### config.mk
export PLATFORM = sky130hd
export DESIGN_NAME = csi2_pkt_handler_mc_flat
export DESIGN_NICKNAME = d
export VERILOG_FILES = /design/src/rtl/csi2_data_types_pkg.sv /design/src/rtl/axi4_stream_if.sv /design/src/rtl/csi2_pkt_hdr_decode.sv /design/src/rtl/csi2_pkt_handler_mc.sv /design/src/flat_wrapper.sv
export SDC_FILE = /design/constraint.sdc
export NUM_CORES = 1
export LEC_CHECK = 0
export BUFFER_PORTS_ARGS = -buffer_cell sky130_fd_sc_hd__buf_2
export CELL_PAD_IN_SITES_DETAIL_PLACEMENT = 1
export CELL_PAD_IN_SITES_GLOBAL_PLACEMENT = 2
export CORE_UTILIZATION = 30
export DETAILED_ROUTE_END_ITERATION = 8
export HOLD_SLACK_MARGIN = 0.06
export PLACE_DENSITY_LB_ADDON = 0.1
export SLEW_MARGIN = 30
export SYNTH_ARGS = -nofsm -noshare
export SYNTH_HDL_FRONTEND = slang
export SYNTH_SLANG_ARGS = --single-unit
export TNS_END_PERCENT = 100
### constraint.sdc
create_clock -name clk_i -period 8.1 [get_ports clk_i]
set_input_delay 0.405 -clock clk_i [delete_from_list [all_inputs] [get_ports clk_i]]
set_output_delay 0.405 -clock clk_i [all_outputs]
set_load 0.005 [all_outputs]
### src/rtl/csi2_data_types_pkg.sv
// Shared CSI-2 definitions: data-type codes, the packet header layout and the
// packet handler state encoding.
package csi2_data_types_pkg;

  // Short-packet synchronisation data types
  localparam logic [5:0] DT_FRAME_START  = 6'h00;
  localparam logic [5:0] DT_FRAME_END    = 6'h01;
  localparam logic [5:0] DT_LINE_START   = 6'h02;
  localparam logic [5:0] DT_LINE_END     = 6'h03;

  // Data types at or above this value carry a payload
  localparam logic [5:0] LONG_PKT_MIN_DT = 6'h10;

  // Header layout as it appears in the low 32 bits of a header beat
  typedef struct packed {
    logic [7:0]  ecc;
    logic [15:0] wc;
    logic [1:0]  vc;
    logic [5:0]  dt;
  } csi2_hdr_t;

  typedef enum logic [1:0] {
    StIdle,
    StRun,
    StCrcS,
    StDrop
  } csi2_pkt_state_e;

endpackage

### src/rtl/axi4_stream_if.sv
// AXI4-Stream bundle used on both sides of the packet handler.
//   master: drives tdata/tstrb/tkeep/tlast/tid/tdest/tuser/tvalid, samples tready
//   slave : samples the above, drives tready
interface axi4_stream_if #(
  parameter int unsigned TDATA_WIDTH = 32,
  parameter int unsigned TID_WIDTH   = 2,
  parameter int unsigned TDEST_WIDTH = 2,
  parameter int unsigned TUSER_WIDTH = 1
);
  logic [TDATA_WIDTH-1:0]   tdata;
  logic [TDATA_WIDTH/8-1:0] tstrb;
  logic [TDATA_WIDTH/8-1:0] tkeep;
  logic                     tlast;
  logic [TID_WIDTH-1:0]     tid;
  logic [TDEST_WIDTH-1:0]   tdest;
  logic [TUSER_WIDTH-1:0]   tuser;
  logic                     tvalid;
  logic                     tready;

  modport master (
    output tdata, tstrb, tkeep, tlast, tid, tdest, tuser, tvalid,
    input  tready
  );

  modport slave (
    input  tdata, tstrb, tkeep, tlast, tid, tdest, tuser, tvalid,
    output tready
  );
endinterface

### src/rtl/csi2_pkt_hdr_decode.sv
// Combinational CSI-2 header unpack.
//   i_beat      : low 32 bits of the candidate header beat
//   o_hdr       : unpacked header fields
//   o_is_long   : DT carries a payload
//   o_is_sync   : DT is one of the four frame/line sync codes
//   o_vc_onehot : one-hot of the header VC
//   o_sync_sel  : one-hot {LE, LS, FE, FS} of the sync code
module csi2_pkt_hdr_decode
  import csi2_data_types_pkg::*;
(
  input  logic [31:0] i_beat,
  output csi2_hdr_t   o_hdr,
  output logic        o_is_long,
  output logic        o_is_sync,
  output logic [3:0]  o_vc_onehot,
  output logic [3:0]  o_sync_sel
);

  always_comb begin
    o_hdr       = csi2_hdr_t'(i_beat);
    o_is_long   = (o_hdr.dt >= LONG_PKT_MIN_DT);
    o_is_sync   = (o_hdr.dt <= DT_LINE_END);
    o_vc_onehot = 4'b0001 << o_hdr.vc;
    o_sync_sel  = 4'b0000;
    case (o_hdr.dt)
      DT_FRAME_START: o_sync_sel = 4'b0001;
      DT_FRAME_END:   o_sync_sel = 4'b0010;
      DT_LINE_START:  o_sync_sel = 4'b0100;
      DT_LINE_END:    o_sync_sel = 4'b1000;
      default:        o_sync_sel = 4'b0000;
    endcase
  end

endmodule

### src/rtl/csi2_pkt_handler_mc.sv
// Multi-channel CSI-2 packet handler. Decodes headers from the lane-merged beat
// stream, forwards long-packet payload (headers and CRC stripped) through a single
// ready/valid output register and raises per-VC sync pulses.
//   clk_i, rst_n_i      : clock, asynchronous active-low reset
//   pkt_i               : lane-merged input beats (header beat, then payload beats)
//   pkt_o               : payload beats; tid=VC, tuser[0]=first beat, tlast/tstrb on last
//   frame_start_o ..    : one-cycle per-VC pulses for FS/FE/LS/LE short packets
//   pkt_err_o           : one-cycle pulse when a long packet exceeds MAX_WC
module csi2_pkt_handler_mc
  import csi2_data_types_pkg::*;
#(
  parameter int unsigned BYTES_PER_BEAT = 4,
  parameter logic [3:0]  VC_MASK        = 4'hF,
  parameter logic [15:0] MAX_WC         = 16'hFFFF
) (
  input  logic          clk_i,
  input  logic          rst_n_i,
  axi4_stream_if.slave  pkt_i,
  axi4_stream_if.master pkt_o,
  output logic [3:0]    frame_start_o,
  output logic [3:0]    frame_end_o,
  output logic [3:0]    line_start_o,
  output logic [3:0]    line_end_o,
  output logic          pkt_err_o
);

  localparam int unsigned SW = BYTES_PER_BEAT;
  localparam int unsigned DW = 8 * SW;
  localparam int unsigned RW = $clog2(SW);
  localparam logic [RW:0] BEAT_BYTES = BYTES_PER_BEAT[RW:0];
  localparam logic [16:0] BEAT_INC   = BYTES_PER_BEAT[16:0];

  csi2_pkt_state_e r_state, w_state_nxt;

  // Per-packet context captured from the header
  logic [16:0]   r_byte_cnt;
  logic [15:0]   r_wc;
  logic [SW-1:0] r_last_strb;
  logic          r_crc_spill;
  logic [1:0]    r_vc;
  logic          r_first;

  // Output register
  logic          r_vld;
  logic [DW-1:0] r_data;
  logic [SW-1:0] r_strb;
  logic          r_last;
  logic          r_user;
  logic [1:0]    r_id;

  logic [3:0]    r_fs, r_fe, r_ls, r_le;
  logic          r_err;

  csi2_hdr_t     w_hdr;
  logic          w_is_long, w_is_sync;
  logic [3:0]    w_vc_onehot, w_sync_sel;
  logic          w_vc_en, w_wc_zero, w_wc_big;
  logic [RW:0]   w_rem, w_gap;
  logic [SW-1:0] w_strb_hdr;
  logic          w_spill_hdr;
  logic          w_in_ready, w_accept, w_hdr_acc, w_emit;
  logic [16:0]   w_cnt_sum;
  logic          w_last_beat;
  logic          w_unused;

  csi2_pkt_hdr_decode u_hdr_decode (
    .i_beat      (pkt_i.tdata[31:0]),
    .o_hdr       (w_hdr),
    .o_is_long   (w_is_long),
    .o_is_sync   (w_is_sync),
    .o_vc_onehot (w_vc_onehot),
    .o_sync_sel  (w_sync_sel)
  );

  // Last-beat geometry, precomputed while the header is on the bus
  always_comb begin
    w_vc_en   = |(w_vc_onehot & VC_MASK);
    w_wc_zero = (w_hdr.wc == 16'h0000);
    w_wc_big  = (w_hdr.wc > MAX_WC);
    w_rem     = {1'b0, w_hdr.wc[RW-1:0]};
    if (w_rem == '0) begin
      w_rem = BEAT_BYTES;
    end
    w_gap       = BEAT_BYTES - w_rem;
    w_strb_hdr  = {SW{1'b1}} >> w_gap;
    // Fewer than two spare bytes: the CRC spills into one more beat
    w_spill_hdr = (w_gap[RW:1] == '0);
  end

  assign w_in_ready  = !r_vld || pkt_o.tready;
  assign w_accept    = pkt_i.tvalid && w_in_ready;
  assign w_hdr_acc   = w_accept && (r_state == StIdle);
  assign w_emit      = w_accept && (r_state == StRun);
  assign w_cnt_sum   = r_byte_cnt + BEAT_INC;
  assign w_last_beat = (w_cnt_sum >= {1'b0, r_wc});

  assign w_unused = ^{w_hdr.ecc, w_hdr.dt, pkt_i.tstrb, pkt_i.tkeep, pkt_i.tlast,
                      pkt_i.tid, pkt_i.tdest, pkt_i.tuser};

  // State register
  always_ff @(posedge clk_i or negedge rst_n_i) begin
    if (!rst_n_i) begin
      r_state <= StIdle;
    end else begin
      r_state <= w_state_nxt;
    end
  end

  // Next-state logic
  always_comb begin
    w_state_nxt = r_state;
    case (r_state)
      StIdle: begin
        if (w_accept && w_is_long && !w_wc_zero) begin
          w_state_nxt = (w_vc_en && !w_wc_big) ? StRun : StDrop;
        end
      end
      StRun, StDrop: begin
        if (w_accept && w_last_beat) begin
          w_state_nxt = r_crc_spill ? StCrcS : StIdle;
        end
      end
      StCrcS: begin
        if (w_accept) begin
          w_state_nxt = StIdle;
        end
      end
      default: w_state_nxt = StIdle;
    endcase
  end

  // Packet context, output register and pulse registers
  always_ff @(posedge clk_i or negedge rst_n_i) begin
    if (!rst_n_i) begin
      r_byte_cnt  <= '0;
      r_wc        <= '0;
      r_last_strb <= '0;
      r_crc_spill <= 1'b0;
      r_vc        <= '0;
      r_first     <= 1'b0;
      r_vld       <= 1'b0;
      r_data      <= '0;
      r_strb      <= '0;
      r_last      <= 1'b0;
      r_user      <= 1'b0;
      r_id        <= '0;
      r_fs        <= '0;
      r_fe        <= '0;
      r_ls        <= '0;
      r_le        <= '0;
      r_err       <= 1'b0;
    end else begin
      r_fs  <= '0;
      r_fe  <= '0;
      r_ls  <= '0;
      r_le  <= '0;
      r_err <= 1'b0;

      if (w_hdr_acc) begin
        r_byte_cnt  <= '0;
        r_wc        <= w_hdr.wc;
        r_last_strb <= w_strb_hdr;
        r_crc_spill <= w_spill_hdr;
        r_vc        <= w_hdr.vc;
        r_first     <= 1'b1;
        // Sync pulses ignore VC_MASK
        if (w_is_sync) begin
          r_fs <= w_sync_sel[0] ? w_vc_onehot : 4'h0;
          r_fe <= w_sync_sel[1] ? w_vc_onehot : 4'h0;
          r_ls <= w_sync_sel[2] ? w_vc_onehot : 4'h0;
          r_le <= w_sync_sel[3] ? w_vc_onehot : 4'h0;
        end
        // Masked VCs are dropped silently, so only enabled VCs report oversize
        r_err <= w_is_long && !w_wc_zero && w_vc_en && w_wc_big;
      end else if (w_accept && (r_state == StRun || r_state == StDrop)) begin
        r_byte_cnt <= w_cnt_sum;
        r_first    <= 1'b0;
      end

      if (w_in_ready) begin
        r_vld <= w_emit;
        if (w_emit) begin
          r_data <= pkt_i.tdata;
          r_strb <= w_last_beat ? r_last_strb : {SW{1'b1}};
          r_last <= w_last_beat;
          r_user <= r_first;
          r_id   <= r_vc;
        end
      end
    end
  end

  // Outputs
  always_comb begin
    pkt_i.tready  = w_in_ready;
    pkt_o.tvalid  = r_vld;
    pkt_o.tdata   = r_data;
    pkt_o.tstrb   = r_strb;
    pkt_o.tkeep   = r_strb;
    pkt_o.tlast   = r_last;
    pkt_o.tuser   = r_user;
    pkt_o.tid     = r_id;
    pkt_o.tdest   = '0;
    frame_start_o = r_fs;
    frame_end_o   = r_fe;
    line_start_o  = r_ls;
    line_end_o    = r_le;
    pkt_err_o     = r_err;
  end

endmodule

### src/flat_wrapper.sv
// flat-port wrapper written by rule: the top's interface ports become plain ports
module csi2_pkt_handler_mc_flat import csi2_data_types_pkg::*;
#(
  parameter int unsigned BYTES_PER_BEAT = 4,
  parameter logic [3:0]  VC_MASK        = 4'hF,
  parameter logic [15:0] MAX_WC         = 16'hFFFF
)
  (clk_i, rst_n_i, frame_start_o, frame_end_o, line_start_o, line_end_o, pkt_err_o, pkt_i_tdata, pkt_i_tstrb, pkt_i_tkeep, pkt_i_tlast, pkt_i_tid, pkt_i_tdest, pkt_i_tuser, pkt_i_tvalid, pkt_i_tready, pkt_o_tdata, pkt_o_tstrb, pkt_o_tkeep, pkt_o_tlast, pkt_o_tid, pkt_o_tdest, pkt_o_tuser, pkt_o_tvalid, pkt_o_tready);
  axi4_stream_if #(.TDATA_WIDTH(32)) pkt_i_i ();
  axi4_stream_if #(.TDATA_WIDTH(32)) pkt_o_i ();
  input  logic clk_i;
  input  logic rst_n_i;
  output logic [3:0] frame_start_o;
  output logic [3:0] frame_end_o;
  output logic [3:0] line_start_o;
  output logic [3:0] line_end_o;
  output logic pkt_err_o;
  input wire logic [$bits(pkt_i_i.tdata)-1:0] pkt_i_tdata;
  input wire logic [$bits(pkt_i_i.tstrb)-1:0] pkt_i_tstrb;
  input wire logic [$bits(pkt_i_i.tkeep)-1:0] pkt_i_tkeep;
  input wire logic [$bits(pkt_i_i.tlast)-1:0] pkt_i_tlast;
  input wire logic [$bits(pkt_i_i.tid)-1:0] pkt_i_tid;
  input wire logic [$bits(pkt_i_i.tdest)-1:0] pkt_i_tdest;
  input wire logic [$bits(pkt_i_i.tuser)-1:0] pkt_i_tuser;
  input wire logic [$bits(pkt_i_i.tvalid)-1:0] pkt_i_tvalid;
  output wire logic [$bits(pkt_i_i.tready)-1:0] pkt_i_tready;
  output wire logic [$bits(pkt_o_i.tdata)-1:0] pkt_o_tdata;
  output wire logic [$bits(pkt_o_i.tstrb)-1:0] pkt_o_tstrb;
  output wire logic [$bits(pkt_o_i.tkeep)-1:0] pkt_o_tkeep;
  output wire logic [$bits(pkt_o_i.tlast)-1:0] pkt_o_tlast;
  output wire logic [$bits(pkt_o_i.tid)-1:0] pkt_o_tid;
  output wire logic [$bits(pkt_o_i.tdest)-1:0] pkt_o_tdest;
  output wire logic [$bits(pkt_o_i.tuser)-1:0] pkt_o_tuser;
  output wire logic [$bits(pkt_o_i.tvalid)-1:0] pkt_o_tvalid;
  input wire logic [$bits(pkt_o_i.tready)-1:0] pkt_o_tready;
  assign pkt_i_i.tdata = pkt_i_tdata;
  assign pkt_i_i.tstrb = pkt_i_tstrb;
  assign pkt_i_i.tkeep = pkt_i_tkeep;
  assign pkt_i_i.tlast = pkt_i_tlast;
  assign pkt_i_i.tid = pkt_i_tid;
  assign pkt_i_i.tdest = pkt_i_tdest;
  assign pkt_i_i.tuser = pkt_i_tuser;
  assign pkt_i_i.tvalid = pkt_i_tvalid;
  assign pkt_i_tready = pkt_i_i.tready;
  assign pkt_o_tdata = pkt_o_i.tdata;
  assign pkt_o_tstrb = pkt_o_i.tstrb;
  assign pkt_o_tkeep = pkt_o_i.tkeep;
  assign pkt_o_tlast = pkt_o_i.tlast;
  assign pkt_o_tid = pkt_o_i.tid;
  assign pkt_o_tdest = pkt_o_i.tdest;
  assign pkt_o_tuser = pkt_o_i.tuser;
  assign pkt_o_tvalid = pkt_o_i.tvalid;
  assign pkt_o_i.tready = pkt_o_tready;
  csi2_pkt_handler_mc #(.BYTES_PER_BEAT(BYTES_PER_BEAT), .VC_MASK(VC_MASK), .MAX_WC(MAX_WC)) u_core (.clk_i(clk_i), .rst_n_i(rst_n_i), .pkt_i(pkt_i_i), .pkt_o(pkt_o_i), .frame_start_o(frame_start_o), .frame_end_o(frame_end_o), .line_start_o(line_start_o), .line_end_o(line_end_o), .pkt_err_o(pkt_err_o));
endmodule
==> results of run 1 <==
[worst register-to-register path: stages, from the launching register on]
cell and delay [ns]:
dfrtp_1 0.49, nand4_2 0.19, nor3b_1 0.57, nand3_1 0.25, xnor2_1 0.23, ha_1 0.26
nor3_1 0.15, nor2_1 0.10, a31oi_1 0.16, and3_1 0.25, nand2_1 0.19, a32o_1 0.31
[layout by cell type, fill, tap and decap left out, types with 9 or more instances in the layout]
cell type / n
nand3_1: 11
ha_1: 18
clkbuf_16: 9
buf_2: 96
o21ai_0: 38
a21oi_1: 11
dfrtp_1: 97
nor2_1: 35
inv_1: 17
nand2_1: 161
[power groups by stage]
| stage | clock network, W | logic, W | registers (W) |
|---|---|---|---|
| 2_1_floorplan | 0 | 0.000166 | 0.000618 |
| 3_3_place_gp | 0 | 0.000264 | 0.000626 |
| 3_5_place_dp | 0 | 0.000272 | 0.000629 |
| 4_1_cts | 0.000513 | 0.000276 | 0.000620 |
| 5_1_grt | 0.000525 | 0.000316 | 0.000632 |
| 6_report | 0.000494 | 0.000267 | 0.000619 |
[final timing paths]
path | slack [ns] | endpoint | start | depth (start not counted)
setup / recovery | 4.84 | u_core.r_state[1] | u_core.r_byte_cnt[4] | 11
hold / removal | 0.25 | u_core.pkt_o.tdata[27] | pkt_i_tdata[27] | 3
setup reg to reg | 4.84 | u_core.r_state[1] | u_core.r_byte_cnt[4] | 11
hold reg to reg | 0.47 | u_core.pkt_o.tdata[27] | u_core.pkt_o.tdata[27] | 2
max in group asynchronous | 6.62 | u_core.pkt_o.tdata[24] | rst_n_i | 3
min in group asynchronous | 0.52 | u_core.pkt_o.tdata[9] | rst_n_i | 2
[through the flow]
stage / util (%) / std cells / hold WS, ns
2_1_floorplan: - / 484 / 0.109
3_3_place_gp: 35.5 / 734 / 0.349
3_5_place_dp: 35.5 / 734 / 0.352
4_1_cts: 38.0 / 751 / 0.237
5_1_grt: 38.0 / 751 / 0.250
6_report: 38.0 / 751 / 0.248
[sequential cells by signal (all words and copies together), names as in the netlist, 3 cells and up]
name                  cells
u_core.frame_end_o        4
u_core.line_end_o         4
u_core.r_last_strb        3
u_core.line_start_o       4
u_core.pkt_o.tkeep        4
u_core.frame_start_o      4
u_core.r_wc              16
u_core.pkt_o.tdata       32
u_core.r_byte_cnt        15
[what timing repair did]
action	4_1_cts	5_1_grt
setup buffers	0	0
hold buffers	1	0
endpoints found under the hold margin	29	0
gates resized for setup	0	0
[kinds of logic after synthesis]
group / Yosys count / share of synthesized area, %
other: 1 / 0.0856
and+or+nand+nor: 243 / 23.9
adders and majority gates: 18 / 5.14
DFF: 97 / 55.4
xor gates and xnor gates: 14 / 2.80
AOI/OAI and AO/OA: 62 / 7.85
buffers and inverters: 47 / 4.85
[per-layer routing]
| metal | global-route usage (%) | part of all wire [%] |
|---|---|---|
| met1 | 21.2 | 47 |
| met2 | 27.2 | 49 |
| met3 | 2.88 | 3.7 |
| met4 | 5.95 | 1.1 |
| met5 | 0 | 0 |
[area by class of cell]
class | count | share of cell area, %
sequential | 97 | 45.4
multi-input combinational | 340 | 32.9
timing repair buffer | 101 | 9.81
clock buffer | 10 | 4.29
tap | 180 | 4.22
clock inverter | 6 | 2.11
inverter | 17 | 1.19
==> run_results.csv, run 1 <==
group,metric,value,unit
timing,post-route-min-period,3.26,ns
setup_path,worst-endpoint-required,8.33,ns
clock_tree,clk_pin_slew,0.07,ns
clock_tree,worst_skew_pair.late_latency,0.34,ns
final_layout,syn_to_final_growth,21.9,%
clock_tree,htree_levels,3,
power,p_int,0.000981,W
routing,drt-initial-drc-count,140,
floorplanning,die-height,123,µm
status,status,"finished clean",
logic_synthesis,yosysWarnings,0,
power,ir_drop,0.000103,V
final_layout,antenna_cells,0,
power,switching_share,29.0,%
power,powerDensity,258,nW/µm²
placed_design,dp_slack,4.78,ns
timing,slew_violations,0,
floorplanning,start_util,31.2,%
setup_path,cp_slowest_stage_delay,0.57,ns
power,combPwrFrac,19.4,%
floorplanning,core,14000,µm²
clock_tree,cts_tree,"yes",
logic_synthesis,async_flop_share,100,%
timing,hold_viol,0,
clock_tree,clockBufferDepth,2,
routing,via_per_inst,4.76,
floorplanning,die-area,15100,µm²
logic_synthesis,synth_edf_count,0,
power,finalPower,0.00138,W
job,maxCapViolCount,0,
setup_path,path_delay_family,"simple AND/OR/NAND/NOR gates",
clock_tree,clock-sinks,97,
logic_synthesis,synth-seq-cells,97,
setup_path,worst_setup_path_end_kind,"flop",
floorplanning,die_w,123,µm
placed_design,gp_congestion,0.741,
timing,timing.final.ws_setup,4.84,ns
setup_path,crit_slowest_cell,"nor3b_1",
logic_synthesis,avgSynthCellArea,9.09,µm²
logic_synthesis,synthTopCellsByCount,"161 x nand2_1, 97 x dfrtp_1, 38 x o21ai_0",
logic_synthesis,synthTopCellsByArea,"dfrtp_1 55%, nand2_1 14%, ha_1 5.1%",
routing,wl_per_cell,15.2,µm
routing,ant_nets,0,
timing,setup_violations,0,
logic_synthesis,ys_seq_area_share,55.4,%
power,switching_power,0.000400,W
final_layout,drive_above_1_share,21.4,%
setup_path,crit_type,"flop to flop",
grt,grt_remaining_overflow,0,
routing,wirelength,11400,µm
logic_synthesis,synthFlopType,"dfrtp_1",
final_layout,multiInputGateArea,1760,µm²
timing,rsz0062_at_grt,"false",
timing,finClkSkew,0.00672,ns
placed_design,io_buffers,97,
setup_path,arrival,3.49,ns
routing,drtPass1Iterations,4,
setup_path,path_max_fanout,8,
setup_path,start_kind,"flop",
timing,fmax,0.307,GHz
timing,relSlewSlack,41.5,%
placed_design,hpwl,8030,µm
setup_path,path_buf_inv,0,
routing,vias,3577,
floorplanning,boundaryPins,115,
final_layout,regArea,2430,µm²
grt,grt_usage,16.4,%
setup_path,cp_cell_sequence,"nand4_2 -> nor3b_1 -> nand3_1 -> xnor2_1 -> ha_1 -> nor3_1 -> nor2_1 -> a31oi_1 -> and3_1 -> nand2_1 -> a32o_1",
power,p_leak,2.78,nW
logic_synthesis,synth_top_area_cell,"dfrtp_1",
logic_synthesis,synth_top_area_share,55.4,%
clock_tree,cts_inserted_buffers,9,
final_layout,fillCellCount,1651,
power,clockPowerShare,35.8,%
floorplanning,fp-row-count,43,
routing,drc,0,
timing,fin_tns_setup,0,ns
logic_synthesis,syn_area,4380,µm²
logic_synthesis,syn_inst,482,
grt,grt_pass1_wl,18900,µm
worst_hold_path,hp-class,"input pin to flop",
placed_design,post_dp_cell_area,4990,µm²
timing,tightestPinTransition,0.875,ns
grt,antenna_found_initial,0,
timing,period_share,40.2,%
logic_synthesis,yosysMostFrequentCell,"nand2_1",
clock_tree,root_buffer,"clkbuf_16",
final_layout,nNetsFinal,634,
logic_synthesis,synth_cell_type_count,39,
power,seqPwrFrac,44.8,%
final_layout,final_area,5340,µm²
grt,first_global_vias,3741,
grt,grt_max_degree,69,
No activity file was read; power rests on OpenSTA's default activity.
==> inputs of run 2 (changes only) <==
--- a/config.mk
+++ b/config.mk
@@ -5,10 +5,11 @@
 export SDC_FILE = /design/constraint.sdc
 export NUM_CORES = 1
 export LEC_CHECK = 0
+export ABC_AREA = 1
 export BUFFER_PORTS_ARGS = -buffer_cell sky130_fd_sc_hd__buf_2
 export CELL_PAD_IN_SITES_DETAIL_PLACEMENT = 1
 export CELL_PAD_IN_SITES_GLOBAL_PLACEMENT = 2
-export CORE_UTILIZATION = 30
+export CORE_UTILIZATION = 28
 export DETAILED_ROUTE_END_ITERATION = 8
 export HOLD_SLACK_MARGIN = 0.06
 export PLACE_DENSITY_LB_ADDON = 0.1
==> constraint.sdc (replaced) <==
create_clock -name clk_i -period 2.78 [get_ports clk_i]
set_input_delay 0.139 -clock clk_i [delete_from_list [all_inputs] [get_ports clk_i]]
set_output_delay 0.139 -clock clk_i [all_outputs]
set_load 0.005 [all_outputs]
==> run_results.csv, run 2 <==
group,metric,value,unit
worst_hold_path,hp-class,"input pin to flop",
routing,via_per_inst,4.40,
power,powerDensity,945,nW/µm²
placed_design,hpwl,8990,µm
grt,grt.busiest_layer,"met2",
timing,tightestPinTransition,0.749,ns
logic_synthesis,async_flop_share,100,%
logic_synthesis,avgSynthCellArea,8.83,µm²
timing,fmax,0.381,GHz
timing,finClkSkew,0.00599,ns
grt,grt.met3_usage,4.05,%
floorplanning,start_util,29.1,%
logic_synthesis,synth_cell_type_count,35,
setup_path,worst_setup_path_end_kind,"flop",
setup_path,path_max_fanout,4,
clock_tree,clk_pin_slew,0.07,ns
logic_synthesis,synth-seq-cells,97,
grt,grt_usage,15.9,%
logic_synthesis,synthTopCellsByCount,"144 x nand2_1, 97 x dfrtp_1, 70 x inv_1",
job,maxCapViolCount,0,
final_layout,utilization,37.6,%
routing,drc,0,
routing,ant_nets,0,
clock_tree,clockBufferDepth,2,
logic_synthesis,synthTopCellsByArea,"dfrtp_1 54%, nand2_1 12%, inv_1 5.9%",
timing,hold_viol,0,
power,p_leak,3.06,nW
timing,rsz0062_at_grt,"true",
routing,wl_per_cell,14.5,µm
floorplanning,boundaryPins,115,
grt,grt_max_degree,59,
floorplanning,core,15400,µm²
grt,met1_usage,20.3,%
timing,slew_violations,0,
setup_path,start_kind,"flop",
logic_synthesis,yosysMostFrequentCell,"nand2_1",
setup_path,crit_type,"flop to flop",
final_layout,syn_to_final_growth,29.3,%
final_layout,nNetsFinal,694,
clock_tree,root_buffer,"clkbuf_16",
placed_design,dp_slack,0.00649,ns
grt,antenna_found_initial,0,
grt,use_met2,25.4,%
clock_tree,cts_tree,"yes",
floorplanning,die_w,128,µm
timing,post-route-min-period,2.62,ns
grt,grt_remaining_overflow,0,
placed_design,gp_congestion,0.760,
floorplanning,die-area,16500,µm²
status,status,"finished clean",
routing,drtPass1Iterations,4,
grt,grt_pass1_wl,19800,µm
logic_synthesis,syn_area,4470,µm²
final_layout,fin_cells,842,
placed_design,dp_cells,806,
routing,wirelength,12200,µm
timing,setup_violations,0,
placed_design,io_buffers,97,
power,ir_drop,0.000288,V
routing,vias,3701,
logic_synthesis,ys_seq_area_share,54.4,%
timing,relSlewSlack,50.1,%
final_layout,layout_commonest_cell,"nand2_1",
final_layout,layout_common_cells,"137 x nand2_1, 97 x dfrtp_1, 96 x buf_2, 64 x inv_1, 46 x o21ai_0",
setup_path,arrival,2.91,ns
logic_synthesis,synth_top_area_cell,"dfrtp_1",
final_layout,largest_reg_flops,32,
final_layout,final_area,5770,µm²
clock_tree,clock-sinks,97,
final_layout,antenna_cells,0,
timing,timing.final.ws_setup,0.157,ns
routing,drt-initial-drc-count,155,
timing,period_share,94.3,%
logic_synthesis,yosysWarnings,0,
floorplanning,die-height,128,µm
setup_path,worst-endpoint-required,3.07,ns
logic_synthesis,synthFlopType,"dfrtp_1",
logic_synthesis,syn_inst,506,
floorplanning,fp-row-count,45,
logic_synthesis,synth_top_area_share,54.4,%
final_layout,drive_above_1_share,26.1,%
clock_tree,htree_levels,3,
clock_tree,worst_skew_pair.late_latency,0.35,ns
placed_design,post_dp_cell_area,5190,µm²
grt,first_global_vias,3852,
logic_synthesis,synth_edf_count,0,
clock_tree,cts_inserted_buffers,9,
## run 2: changes by cell type after synthesis, moves of 6 or more
cell	change
inv_1	+53
buf_2	-6
o21ai_0	+10
o22ai_1	+7
xnor2_1	-7
clkbuf_1	-6
nand2_1	-17
a21oi_1	-8
## run 2: worst paths after layout
kind / startpoint / endpoint / slack, ns / cells past startpoint
min: pkt_i_tdata[13] / u_core.pkt_o.tdata[13] / 0.07 / 3
max: u_core.r_byte_cnt[2] / u_core.r_state[1] / 0.16 / 19
min in group asynchronous: rst_n_i / u_core.r_byte_cnt[7] / 0.33 / 2
max in group asynchronous: rst_n_i / u_core.r_wc[1] / 1.74 / 3
min reg2reg: u_core.pkt_o.tdata[28] / u_core.pkt_o.tdata[28] / 0.47 / 2
max reg2reg: u_core.r_byte_cnt[2] / u_core.r_state[1] / 0.16 / 19
## run 2: layout make-up
| cell class | count | area, µm² |
|---|---|---|
| timing repair buffer | 127 | 764 |
| fill | 1849 | 9600 |
| tap | 211 | 264 |
| inverter | 75 | 283 |
| sequential | 97 | 2430 |
| multi-input combinational | 316 | 1760 |
| clock inverter | 7 | 53.8 |
| clock buffer | 9 | 225 |
## run 2: metal layers
metal | vias to the layer above | wire [µm]
met1 | 1790 | 5630
met3 | 13 | 595
met5 | - | 0
met2 | 67 | 5740
met4 | 0 | 210
li1 | 1831 | -
## run 2: worst max-delay path, cell delays in order (launching register included)
cell     delay (ns)
dfrtp_1        0.40
ha_2           0.22
nand2_2        0.07
inv_2          0.09
nand3_2        0.10
nor2_4         0.18
xor2_1         0.26
ha_1           0.31
a21o_1         0.19
nor2_1         0.10
nand3_1        0.08
nand2_1        0.07
nand2_1        0.04
nand2_1        0.07
nand2_2        0.07
nand2_2        0.07
nand2_2        0.07
nand2_1        0.07
nand2_1        0.04
nand2_1        0.05
## run 2: logic make-up after synthesis
kind of cell	share of synthesized area, %
buffers and inverters	9.13
xor gates and xnor gates	1.57
adders and majority gates	5.04
and+or+nand+nor	20.7
other	0.0840
AOI/OAI and AO/OA	9.13
DFF	54.4
## run 2: through the flow
| stage | hold slack [ns] | power [W] | TNS [ns] |
|---|---|---|---|
| 2_1_floorplan | -0.157 | 0.00341 | 0 |
| 3_3_place_gp | 0.175 | 0.00412 | 0 |
| 3_5_place_dp | 0.175 | 0.00419 | 0 |
| 4_1_cts | 0.0608 | 0.00545 | 0 |
| 5_1_grt | 0.0847 | 0.00597 | -0.229 |
| 6_report | 0.0737 | 0.00545 | 0 |
## run 2: repair_timing
| item | CTS | global route |
|---|---|---|
| hold buffers | 14 | 0 |
| endpoints found under the setup margin | 4 | 7 |
| setup buffers | 0 | 6 |
| resized for setup | 2 | 26 |
| hold endpoints to repair | 56 | 0 |
| pin swaps | 0 | 17 |
## run 2: power breakdown
part | total (W) | switching, W | internal (W) | leakage (nW)
clock network | 0.00119 | 0.000575 | 0.000615 | 0.134
registers | 0.00224 | 0.000329 | 0.00191 | 1.24
logic | 0.00202 | 0.00118 | 0.000841 | 1.69
==> inputs of run 3 (changes only) <==
--- a/config.mk
+++ b/config.mk
@@ -9,7 +9,7 @@
 export BUFFER_PORTS_ARGS = -buffer_cell sky130_fd_sc_hd__buf_2
 export CELL_PAD_IN_SITES_DETAIL_PLACEMENT = 1
 export CELL_PAD_IN_SITES_GLOBAL_PLACEMENT = 2
-export CORE_UTILIZATION = 28
+export CORE_UTILIZATION = 30
 export DETAILED_ROUTE_END_ITERATION = 8
 export HOLD_SLACK_MARGIN = 0.06
 export PLACE_DENSITY_LB_ADDON = 0.1
==> constraint.sdc (replaced) <==
create_clock -name clk_i -period 3.1 [get_ports clk_i]
set_input_delay 0.155 -clock clk_i [delete_from_list [all_inputs] [get_ports clk_i]]
set_output_delay 0.155 -clock clk_i [all_outputs]
set_load 0.005 [all_outputs]
==> run_results.csv, run 3 (synthesis results as in run 2) <==
group,metric,value,unit
status,status,"finished clean",
setup_path,crit_type,"flop to flop",
clock_tree,clock-sinks,97,
floorplanning,core,14500,µm²
power,p_leak,2.98,nW
routing,wl_per_cell,15.0,µm
timing,tightestPinTransition,0.896,ns
setup_path,path_max_fanout,5,
power,powerDensity,862,nW/µm²
clock_tree,post-cts-setup-buffers,0,
timing,timing.final.ws_setup,0.312,ns
floorplanning,fp-row-count,44,
timing,slew_violations,0,
timing,fmax,0.359,GHz
grt,grt_max_degree,59,
final_layout,regArea,2430,µm²
grt,grt_pass1_wl,19300,µm
setup_path,regToRegEndpoint,"u_core.pkt_o.tkeep[0]",
worst_hold_path,hold_start,"pkt_i_tdata[13]",
worst_hold_path,hold_end,"u_core.r_wc[5]",
timing,period_share,89.9,%
floorplanning,die_w,124,µm
placed_design,dp_slack,0.259,ns
routing,via_per_inst,4.53,
clock_tree,htree_levels,3,
final_layout,layout_common_cells,"144 x nand2_1, 97 x dfrtp_1, 96 x buf_2, 70 x inv_1, 48 x o21ai_0",
setup_path,worst-endpoint-required,3.34,ns
routing,drtPass1Iterations,4,
floorplanning,start_util,30.7,%
timing,relSlewSlack,40.2,%
grt,grt_usage,16.8,%
clock_tree,post_cts_resized,0,
worst_hold_path,min_path_cells,3,
placed_design,gp_congestion,0.728,
setup_path,start_kind,"flop",
placed_design,dp_cells,773,
final_layout,fillCellCount,1756,
final_layout,multiInputGateArea,1640,µm²
timing,fin_tns_setup,0,ns
timing,hold_slack,0.0918,ns
clock_tree,cts_hold_buf,13,
clock_tree,cts_inserted_buffers,9,
clock_tree,clk_pin_slew,0.07,ns
clock_tree,worst_skew_pair.late_latency,0.35,ns
timing,hold_viol,0,
routing,drt-initial-drc-count,141,
grt,first_global_vias,3831,
final_layout,antenna_cells,0,
grt,grt_remaining_overflow,0,
grt,antenna_found_initial,0,
clock_tree,cts_tree,"yes",
floorplanning,die-height,124,µm
timing,setup_violations,0,
timing,post-route-min-period,2.79,ns
final_layout,nNetsFinal,681,
floorplanning,boundaryPins,115,
timing,finClkSkew,0.00747,ns
timing,rsz0062_at_grt,"false",
placed_design,hpwl,8740,µm
setup_path,r2r_cells,20,
routing,ant_nets,0,
final_layout,largest_reg_flops,32,
clock_tree,clockBufferDepth,2,
clock_tree,root_buffer,"clkbuf_16",
routing,vias,3630,
final_layout,drive_above_1_share,21.2,%
placed_design,io_buffers,97,
placed_design,post_dp_cell_area,5090,µm²
final_layout,syn_to_final_growth,23.4,%
setup_path,rr_startpoint,"u_core.r_byte_cnt[2]",
final_layout,layout_commonest_cell,"nand2_1",
setup_path,r2r_setup_slack,0.31,ns
setup_path,worst_setup_path_end_kind,"flop",
setup_path,arrival,3.03,ns
worst_hold_path,hp-class,"input pin to flop",
final_layout,final_area,5510,µm²
routing,wirelength,12000,µm
routing,drc,0,
job,maxCapViolCount,0,
final_layout,fin_cells,802,
power,ir_drop,0.000328,V
floorplanning,die-area,15400,µm²
run 3: worst max path at each step:
stage,startpoint,endpoint,slack [ns],depth (start not counted)
final,u_core.r_byte_cnt[2],u_core.pkt_o.tkeep[0],0.31,20
after global routing,u_core.r_byte_cnt[2],u_core.pkt_o.tkeep[0],0.03,20
after CTS,u_core.r_byte_cnt[2],u_core.pkt_o.tkeep[0],0.24,20
after detailed placement,u_core.r_byte_cnt[2],u_core.pkt_o.tkeep[0],0.26,20
after global placement,u_core.r_byte_cnt[2],u_core.pkt_o.tkeep[2],0.34,20
after floorplan,u_core.r_byte_cnt[2],u_core.pkt_o.tkeep[0],0.77,20
run 3: metal layers:
layer	wire length [µm]	part of all wire, %	track usage [%]	up-vias
li1	-	-	-	1798
met1	5610	47	21.3	1761
met2	5680	47	27.2	58
met3	464	3.9	4.17	13
met4	234	2.0	6.70	0
met5	0	0	0	-
run 3: metrics by stage:
stage	util, %	power, W
6_report	37.9	0.00475
3_3_place_gp	35.1	0.00365
4_1_cts	37.9	0.00484
5_1_grt	37.9	0.00519
2_1_floorplan	-	0.00305
3_5_place_dp	35.1	0.00370
run 3: final cells by class:
type,count,area share (%)
clock buffer,9,4.09
clock inverter,7,1.11
inverter,75,5.11
multi-input combinational,316,29.7
sequential,97,44.0
tap,184,4.18
timing repair buffer,114,11.8
run 3: worst max-delay path, stage by stage (launching register included):
cell and delay [ns]:
dfrtp_1 0.41, inv_2 0.08, nor3_4 0.26, nand3_2 0.18, nor3_2 0.21, nand4_1 0.13, nand2_1 0.12, inv_1 0.06
ha_1 0.27, nand2_1 0.06, inv_1 0.08, nand2_1 0.06, nor2_1 0.10, nand2_1 0.06, nand3_1 0.06, nand2_1 0.05
nand2_1 0.05, nand2_1 0.05, nand2_1 0.08, nand2_1 0.12, o22a_1 0.19
run 3: power by group:
part / leakage, nW / internal (W) / switching [W]
clock: 0.135 / 0.000560 / 0.000531
combinational: 1.61 / 0.000655 / 0.000998
sequential: 1.24 / 0.00171 / 0.000291
